### src/rtl/pipe_delay_line_if.sv
// ----------------------------------------------------------------------------
// pipe_delay_line_if
//   Valid/ready/data handshake bundle used on both sides of pipe_delay_line.
//   master : drives valid and data, samples ready (producer side)
//   slave  : samples valid and data, drives ready (consumer side)
// Signals
//   valid  beat present on data
//   ready  consumer accepts the beat this cycle
//   data   payload, WIDTH bits
// ----------------------------------------------------------------------------
interface pipe_delay_line_if #(
    parameter int WIDTH = 32
);
    logic             valid;
    logic             ready;
    logic [WIDTH-1:0] data;

    modport master (output valid, output data, input  ready);
    modport slave  (input  valid, input  data, output ready);
endinterface

### src/rtl/pipe_delay_line.sv
// ----------------------------------------------------------------------------
// pipe_delay_line
//   DEPTH-stage pipeline register with valid/ready flow control. Each stage
//   holds a valid bit; empty stages accept data even while downstream is
//   stalled, so bubbles collapse. Unstalled, a beat takes DEPTH edges from
//   input to output. A synchronous flush drops every in-flight beat.
// Ports
//   clk        rising-edge clock
//   reset      asynchronous, active-high reset
//   flush      synchronous discard of all stages (blocks both transfers)
//   in_if      upstream handshake (slave): valid/data in, ready out
//   out_if     downstream handshake (master): valid/data out, ready in
//   occupancy  number of valid stages, 0..DEPTH
// ----------------------------------------------------------------------------
module pipe_delay_line #(
    parameter int               WIDTH     = 32,
    parameter int               DEPTH     = 2,
    parameter logic [WIDTH-1:0] RESET_VAL = '0,
    localparam int              OCC_W     = $clog2(DEPTH + 1)
) (
    input  logic                     clk,
    input  logic                     reset,
    input  logic                     flush,
    pipe_delay_line_if.slave         in_if,
    pipe_delay_line_if.master        out_if,
    output logic [OCC_W-1:0]         occupancy
);

    logic [DEPTH-1:0] v;              // stage valid bits, stage 0 nearest input
    logic [WIDTH-1:0] d    [DEPTH];   // stage data
    logic [DEPTH-1:0] rdy;            // stage k may load this cycle
    logic [DEPTH-1:0] up_v;           // valid presented to stage k
    logic [WIDTH-1:0] up_d [DEPTH];   // data presented to stage k
    logic             chain;
    logic             in_xfer;
    logic             out_xfer;

    // Stage k can load when downstream accepts or any stage from k to the
    // output is empty. This is the ready chain rdy[k] = !v[k] | rdy[k+1]
    // written out per stage, so no signal feeds back into itself.
    always_comb begin
        // NOTE: defaults first so no path through the loop can infer a latch.
        rdy   = '0;
        chain = 1'b0;
        for (int k = 0; k < DEPTH; k++) begin
            chain = out_if.ready;
            for (int j = k; j < DEPTH; j++) begin
                chain = chain | ~v[j];
            end
            rdy[k] = chain;
        end
    end

    always_comb begin
        up_v[0] = in_if.valid;
        up_d[0] = in_if.data;
        for (int k = 1; k < DEPTH; k++) begin
            up_v[k] = v[k-1];
            up_d[k] = d[k-1];
        end
    end

    assign in_if.ready  = rdy[0] & ~flush;
    assign out_if.valid = v[DEPTH-1] & ~flush;
    assign out_if.data  = d[DEPTH-1];

    assign in_xfer  = in_if.valid  & in_if.ready;
    assign out_xfer = out_if.valid & out_if.ready;

    // NOTE: state updates use non-blocking assignments so every stage samples
    // its neighbour's pre-edge value and the shift happens in one step.
    always_ff @(posedge clk or posedge reset) begin
        if (reset) begin
            v         <= '0;
            occupancy <= '0;
            // NOTE: the data registers are reset too, because out_data must
            // read RESET_VAL straight out of reset rather than an unknown.
            for (int k = 0; k < DEPTH; k++) begin
                d[k] <= RESET_VAL;
            end
        end else if (flush) begin
            // Drop every beat; data registers keep their contents.
            v         <= '0;
            occupancy <= '0;
        end else begin
            for (int k = 0; k < DEPTH; k++) begin
                if (rdy[k]) begin
                    v[k] <= up_v[k];
                    // A bubble moving in leaves the old data in place.
                    if (up_v[k]) begin
                        d[k] <= up_d[k];
                    end
                end
            end
            occupancy <= occupancy + OCC_W'(in_xfer) - OCC_W'(out_xfer);
        end
    end

endmodule

### src/flat_wrapper.sv
// flat-port wrapper written by rule: the top's interface ports become plain ports
module pipe_delay_line_flat 
#(
    parameter int               WIDTH     = 32,
    parameter int               DEPTH     = 2,
    parameter logic [WIDTH-1:0] RESET_VAL = '0,
    localparam int              OCC_W     = $clog2(DEPTH + 1)
)
  (clk, reset, flush, occupancy, in_if_valid, in_if_data, in_if_ready, out_if_valid, out_if_data, out_if_ready);
  pipe_delay_line_if #(.WIDTH(WIDTH)) in_if_i ();
  pipe_delay_line_if #(.WIDTH(WIDTH)) out_if_i ();
  input  logic clk;
  input  logic reset;
  input  logic flush;
  output logic [OCC_W-1:0] occupancy;
  input wire logic [$bits(in_if_i.valid)-1:0] in_if_valid;
  input wire logic [$bits(in_if_i.data)-1:0] in_if_data;
  output wire logic [$bits(in_if_i.ready)-1:0] in_if_ready;
  output wire logic [$bits(out_if_i.valid)-1:0] out_if_valid;
  output wire logic [$bits(out_if_i.data)-1:0] out_if_data;
  input wire logic [$bits(out_if_i.ready)-1:0] out_if_ready;
  assign in_if_i.valid = in_if_valid;
  assign in_if_i.data = in_if_data;
  assign in_if_ready = in_if_i.ready;
  assign out_if_valid = out_if_i.valid;
  assign out_if_data = out_if_i.data;
  assign out_if_i.ready = out_if_ready;
  pipe_delay_line #(.WIDTH(WIDTH), .DEPTH(DEPTH), .RESET_VAL(RESET_VAL)) u_core (.clk(clk), .reset(reset), .flush(flush), .in_if(in_if_i), .out_if(out_if_i), .occupancy(occupancy));
endmodule
### config.mk
export PLATFORM = sky130hd
export DESIGN_NAME = pipe_delay_line_flat
export DESIGN_NICKNAME = d
export VERILOG_FILES = /design/src/rtl/pipe_delay_line_if.sv /design/src/rtl/pipe_delay_line.sv /design/src/flat_wrapper.sv
export SDC_FILE = /design/constraint.sdc
export NUM_CORES = 1
export LEC_CHECK = 0
export BUFFER_PORTS_ARGS = -buffer_cell sky130_fd_sc_hd__buf_4
export CORE_ASPECT_RATIO = 0.6
export CORE_MARGIN = 2
export CORE_UTILIZATION = 50
export CTS_BUF_LIST = sky130_fd_sc_hd__clkbuf_4
export CTS_CLUSTER_SIZE = 24
export DETAILED_ROUTE_END_ITERATION = 8
export GPL_TIMING_DRIVEN = 0
export PLACE_DENSITY = 0.85
export SKIP_CTS_REPAIR_TIMING = 1
export SLEW_MARGIN = 20
export SYNTH_ARGS = -nofsm -noshare
export SYNTH_HDL_FRONTEND = slang
export SYNTH_SLANG_ARGS = --single-unit
### constraint.sdc
create_clock -name clk -period 6.1 [get_ports clk]
set_clock_uncertainty 0.1 [all_clocks]
set_input_delay 0.305 -clock clk [delete_from_list [all_inputs] [get_ports clk]]
set_output_delay 0.305 -clock clk [all_outputs]
set_load 0.05 [all_outputs]
After elaboration in Yosys (flattened, before gate mapping)
Cells that the tools add are included.
{"block": "word_totals", "regBits": 68, "latchBits": 0, "ram_bits": 0, "romBits": 0, "input_bits": 37, "output_inout_bits": 36, "word_cells": 25, "memories": 0}
{"block": "op_classes", "n_addsub": 2, "n_mul": 0, "n_div": 0, "magnitude_cmp": 0, "eq_ne": 0, "shift": 0, "muxes": 4, "bitwise": 10, "n_reduce_logical": 4}
{"operator": "AND reduction 3 bit", "count": 2}
{"operator": "AND 1 bit", "count": 4}
{"operator": "two-way mux 2 bit", "count": 2}
{"operator": "nonzero test 2 bit", "count": 2}
{"operator": "NOT 1 bit", "count": 3}
{"operator": "OR 1 bit", "count": 3}
{"operator": "adder 2 x 1 -> 2 bit", "count": 1}
{"operator": "two-way mux 1 bit", "count": 2}
{"operator": "subtractor 2 x 1 -> 2 bit", "count": 1}

Longest topological paths before layout
{"block": "logic_depth", "ltp_word": 8, "depth_mapped": 9, "ltp_nobuf": 8}

Least setup slack after synthesis
Ideal clock, no wire load.
{"block": "synth_timing", "kind": "reg2reg", "startpoint": "reg u_core.v[1]", "endpoint": "reg u_core.occupancy[1]", "setup_ns": 0.119, "arrival_ns": 2.053, "required_ns": 5.881, "path_slack_ns": 3.828, "path_stages_with_launch": 9, "n_path_buf": 0, "synth_period_minus_slack_ns": 2.272, "cell_sequence": "dfrtp_1 nor2b_1 and2_1 ha_1 inv_1 ha_1 xor2_1 xnor2_1 nor2_1"}
{"block": "synth_via", "word_cells_on_any_way": 9, "classes_between": "add/sub (2); mux (1); bitwise (6)"}
{"item": "start: declaration", "line": "pipe_delay_line.sv:29", "source": "logic [DEPTH-1:0] v;"}
{"item": "start signal: indexed assignment", "line": "pipe_delay_line.sv:88", "source": "v[k] <= up_v[k];"}
{"item": "AND 1 bit", "line": "pipe_delay_line.sv:64", "source": "assign out_if.valid = v[DEPTH-1] & ~flush;"}
{"item": "named net out_if_valid", "line": "flat_wrapper.sv:19", "source": "output wire logic [$bits(out_if_i.valid)-1:0] out_if_valid;"}
{"item": "AND 1 bit", "line": "pipe_delay_line.sv:68", "source": "assign out_xfer = out_if.valid & out_if.ready;"}
{"item": "subtractor 2 x 1 -> 2 bit", "line": "pipe_delay_line.sv:95", "source": "occupancy <= occupancy + OCC_W'(in_xfer) - OCC_W'(out_xfer);"}
{"item": "two-way mux 2 bit", "line": "pipe_delay_line.sv:81", "source": "end else if (flush) begin"}
{"item": "end signal: assignment", "line": "pipe_delay_line.sv:95"}
{"item": "end: declaration", "line": "pipe_delay_line.sv:26", "source": "output logic [OCC_W-1:0] occupancy"}
The timed path passes the listed nets, and every way through them passes these cells.
A chain may end at the register's enable or synchronous reset.

Worst setup path in the final report
{"block": "layout_timing", "startpoint": "in flush", "endpoint": "reg u_core.occupancy[1]"}
{"block": "layout_via", "elab_chain_len": 6, "word_cells_on_any_way": 8, "classes_between": "add/sub (2); mux (1); bitwise (5)"}
{"item": "start: declaration", "line": "flat_wrapper.sv:14", "source": "input logic flush;"}
{"item": "NOT 1 bit (no source line)"}
{"item": "AND 1 bit", "line": "pipe_delay_line.sv:63", "source": "assign in_if.ready = rdy[0] & ~flush;"}
{"item": "AND 1 bit", "line": "pipe_delay_line.sv:67", "source": "assign in_xfer = in_if.valid & in_if.ready;"}
{"item": "adder 2 x 1 -> 2 bit", "line": "pipe_delay_line.sv:95"}
{"item": "subtractor 2 x 1 -> 2 bit", "line": "pipe_delay_line.sv:95"}
{"item": "two-way mux 2 bit *", "line": "pipe_delay_line.sv:81"}
Mark *: on every way between the ends. The rest lies on a longest branch, timed or not.

==> out/qor.log <==
qor: pwr.vdd_ir_drop_max 0.216 mV
qor: die.design.core.area 5680 um2
qor: timing.maxSlewViolCount 0
qor: global_route.grt_first_pass_wirelength 8710 um
qor: clocking.clock_insertion_delay_worst_skew 0.40 ns
qor: global_route.vias_in_the_first_global_route 1747
qor: logic_synthesis.synth_cell_types 19
qor: timing.fmaxAchievable 0.481 GHz
qor: timing.timing.slew.headroom 0.791
qor: logic_synthesis.synth_seq_area_share 0.569
qor: worst_setup_path.critical_path_at 2.27 ns
qor: logic_synthesis.syn-cell-area 2990 um2
qor: worst_setup_path.critical_path_required 6.30 ns
qor: die.dieWidth 104 um
qor: layout.finalInstanceArea 3920 um2
qor: die.initial_core_util 0.527
qor: logic_synthesis.synth.net_count 231
qor: layout.layout-drive-gt1-share 0.653
qor: detailed_routing.total_drc_errors_in_the_routed_layout 0
qor: logic_synthesis.yosys_warnings 0
qor: timing.report.final.setup_viol 0
qor: logic_synthesis.netlist_instances 192
qor: clocking.cts_root_buffer clkbuf_4
qor: placed_design.gp_congestion 0.716
qor: detailed_routing.detail_route.wirelength 5350 um
qor: clocking.clk_pin_slew 0.11 ns
qor: detailed_routing.drt.antenna.violating_nets 0
qor: worst_setup_path.start_kind input port
qor: detailed_routing.post_drt_via_cell_ratio 4.53
qor: detailed_routing.route.vias.total 1694
qor: global_route.gr-usage-all-layers 0.175
qor: clocking.tritoncts_clock_tree done
qor: pwr.power.density_cell_area 386 nW/um2
qor: die.pin_count 73
qor: global_route.grt_overflow 0
qor: worst_setup_path.critPathCaptureType register
qor: logic_synthesis.synthTopCellsByArea dfrtp_1, mux2_4, mux2_2
qor: placed_design.placed_instances 345
qor: logic_synthesis.synth_largest_area_cell dfrtp_1
qor: pwr.p_total 1.51 mW
qor: timing.unrepaired_setup_endpoints_after_global_routing no
qor: placed_design.io_buffer_count 72
qor: timing.period_utilisation_layout 0.340
qor: min_path.hold_class in -> reg
qor: timing.finalHoldViolations 0
qor: global_route.grt_antenna_before_repair 0
qor: flow_run.drv.max_cap_violation_count 0
qor: die.floorplan.rows 21
qor: worst_setup_path.critical_r2r_launch u_core.v[1]$_DFFE_PP0P_
qor: detailed_routing.drt-wirelength-per-cell 14.3 um
qor: worst_setup_path.crit_path_start flush
qor: clocking.cts.path.max_buffers 2
qor: clocking.numCtsBuffers 9
qor: worst_setup_path.worst-path-max-fanout 10
qor: outcome.status complete, no violations
qor: logic_synthesis.ys_ff_latch 68
qor: die.total_die_area 6630 um2
qor: placed_design.final_hpwl_from_detailed_placement 3760 um
qor: layout.finalNonFillerCells 374
qor: worst_setup_path.critical_setup_path_class in -> reg
qor: pwr.static_leakage 1.99 nW
qor: timing.min_period 2.08 ns
qor: clocking.cts_h_tree_depth 3
qor: placed_design.dpl-instance-area 3650 um2
qor: min_path.hp-start in_if_data[9]
qor: logic_synthesis.syn-mean-instance-area 15.6 um2
qor: layout.antenna_cells 0
qor: detailed_routing.first_iter_violations 36
qor: die.die-height 63.9 um
qor: timing.max_slew.worst_pin.slew 0.313 ns
qor: detailed_routing.detail_route.first_pass.iterations 4
qor: global_route.pin_count_of_the_biggest_net_entering_global_routing 47
qor: layout.areaGrowthSynthToFinish 31.1%
qor: layout.fill_cells 415
qor: layout.final_util 0.690
qor: layout.finish.net_count 328
qor: logic_synthesis.post-synth-top-area-fraction 0.569
qor: clocking.clkSinkCount 68
qor: timing.finalSetupTns 0 ns
==> path summary, 6_finish.rpt <==
| check | to | slack, ns | cells past startpoint |
|---|---|---|---|
| max | u_core.occupancy[1]$_DFF_PP0_ | 4.02 | 10 |
| min | u_core.d[41]$_DFFE_PP0P_ | 0.03 | 2 |
| max reg2reg | u_core.occupancy[1]$_DFF_PP0_ | 4.04 | 9 |
| min reg2reg | u_core.out_if.data[8]$_DFFE_PP0P_ | 0.41 | 1 |
| max in group asynchronous | u_core.out_if.data[20]$_DFFE_PP0P_ | 5.05 | 4 |
| min in group asynchronous | u_core.out_if.data[14]$_DFFE_PP0P_ | 0.32 | 3 |
==> logic make-up after synthesis <==
family                     count (synthesis)  share of synthesized area
buffers and inverters                     44                      0.116
xor gates and xnor gates                   2                    0.00586
AOI/OAI and AO/OA                          1                    0.00167
adders and majority gates                  2                    0.00837
muxes                                     64                      0.278
and+or+nand+nor                           11                     0.0218
DFF                                       68                      0.569
==> report_power, final <==
group,total (mW),internal (mW),switching (mW),leakage (nW)
Combinational,0.628,0.285,0.343,1.11
Sequential,0.603,0.550,0.0530,0.811
Clock,0.281,0.123,0.158,0.0693
==> worst max-delay path, cell delays in order <==
cell and delay, ns:
dlygate4sd3_1 0.54, buf_4 0.16, or3b_1 0.39, buf_6 0.16, buf_12 0.15, inv_1 0.05, ha_1 0.14, xor2_1 0.17
xnor2_1 0.13, nor2_1 0.05
==> metal layers <==
metal  wire [um]  track usage  part of all wire
met1        2550        0.229              0.48
met2        2420        0.272              0.45
met3         352       0.0694             0.066
met4          29       0.0507            0.0054
met5           0            0                 0
==> per-stage QoR <==
| stage | hold WS [ns] | setup slack, ns |
|---|---|---|
| finish | 0.0323 | 4.02 |
| floorplan | 0.268 | 3.83 |
| CTS | -0.272 | 4.03 |
| global route | 0.0000693 | 3.93 |
| global placement | 0.379 | 3.21 |
| detailed placement | 0.192 | 4.04 |
==> state kept, by name, summed over array words and instances (netlist names) <==
signal and cells:
u_core.v 2, u_core.d 32, u_core.occupancy 2, u_core.out_if.data 32
==> cell type report <==
class	instances	area [um2]	area share
tap	80	100	0.0256
inverter	5	21.3	0.00543
timing repair buffer	86	691	0.176
sequential	68	1700	0.434
multi-input combinational	80	942	0.240
clock buffer	9	67.6	0.0172
buffer	39	327	0.0834
clock inverter	7	67.6	0.0172
==> cells in the final DEF, fill, tap and decap left out <==
cell type,synthesis,routed
clkinv_1,0,1
buf_2,3,3
mux2_4,29,29
clkinv_4,0,1
inv_1,5,4
buf_12,3,4
dlygate4sd3_1,0,13
clkbuf_4,0,9
and2_1,1,1
and3b_1,1,1
buf_6,1,1
nand2b_1,1,1
dfrtp_1,68,68
bufinv_16,0,1
inv_4,0,1
nor2b_1,2,2
mux2_2,35,35
xor2_1,1,1
clkinv_2,0,2
ha_1,2,2
buf_4,32,104
xnor2_1,1,1
nand3b_1,1,1
clkinvlp_4,0,2
or3b_1,1,1
a21oi_1,1,1
nor2_1,4,4
==> Yosys cell counts <==
master	instances
dfrtp_1	68
mux2_2	35
buf_4	32
mux2_4	29
inv_1	5
nor2_1	4
buf_12	3
buf_2	3
ha_1	2
nor2b_1	2
a21oi_1	1
and2_1	1
and3b_1	1
buf_6	1
nand2b_1	1
nand3b_1	1
or3b_1	1
xnor2_1	1
xor2_1	1
(Power assumes the default switching activity.)
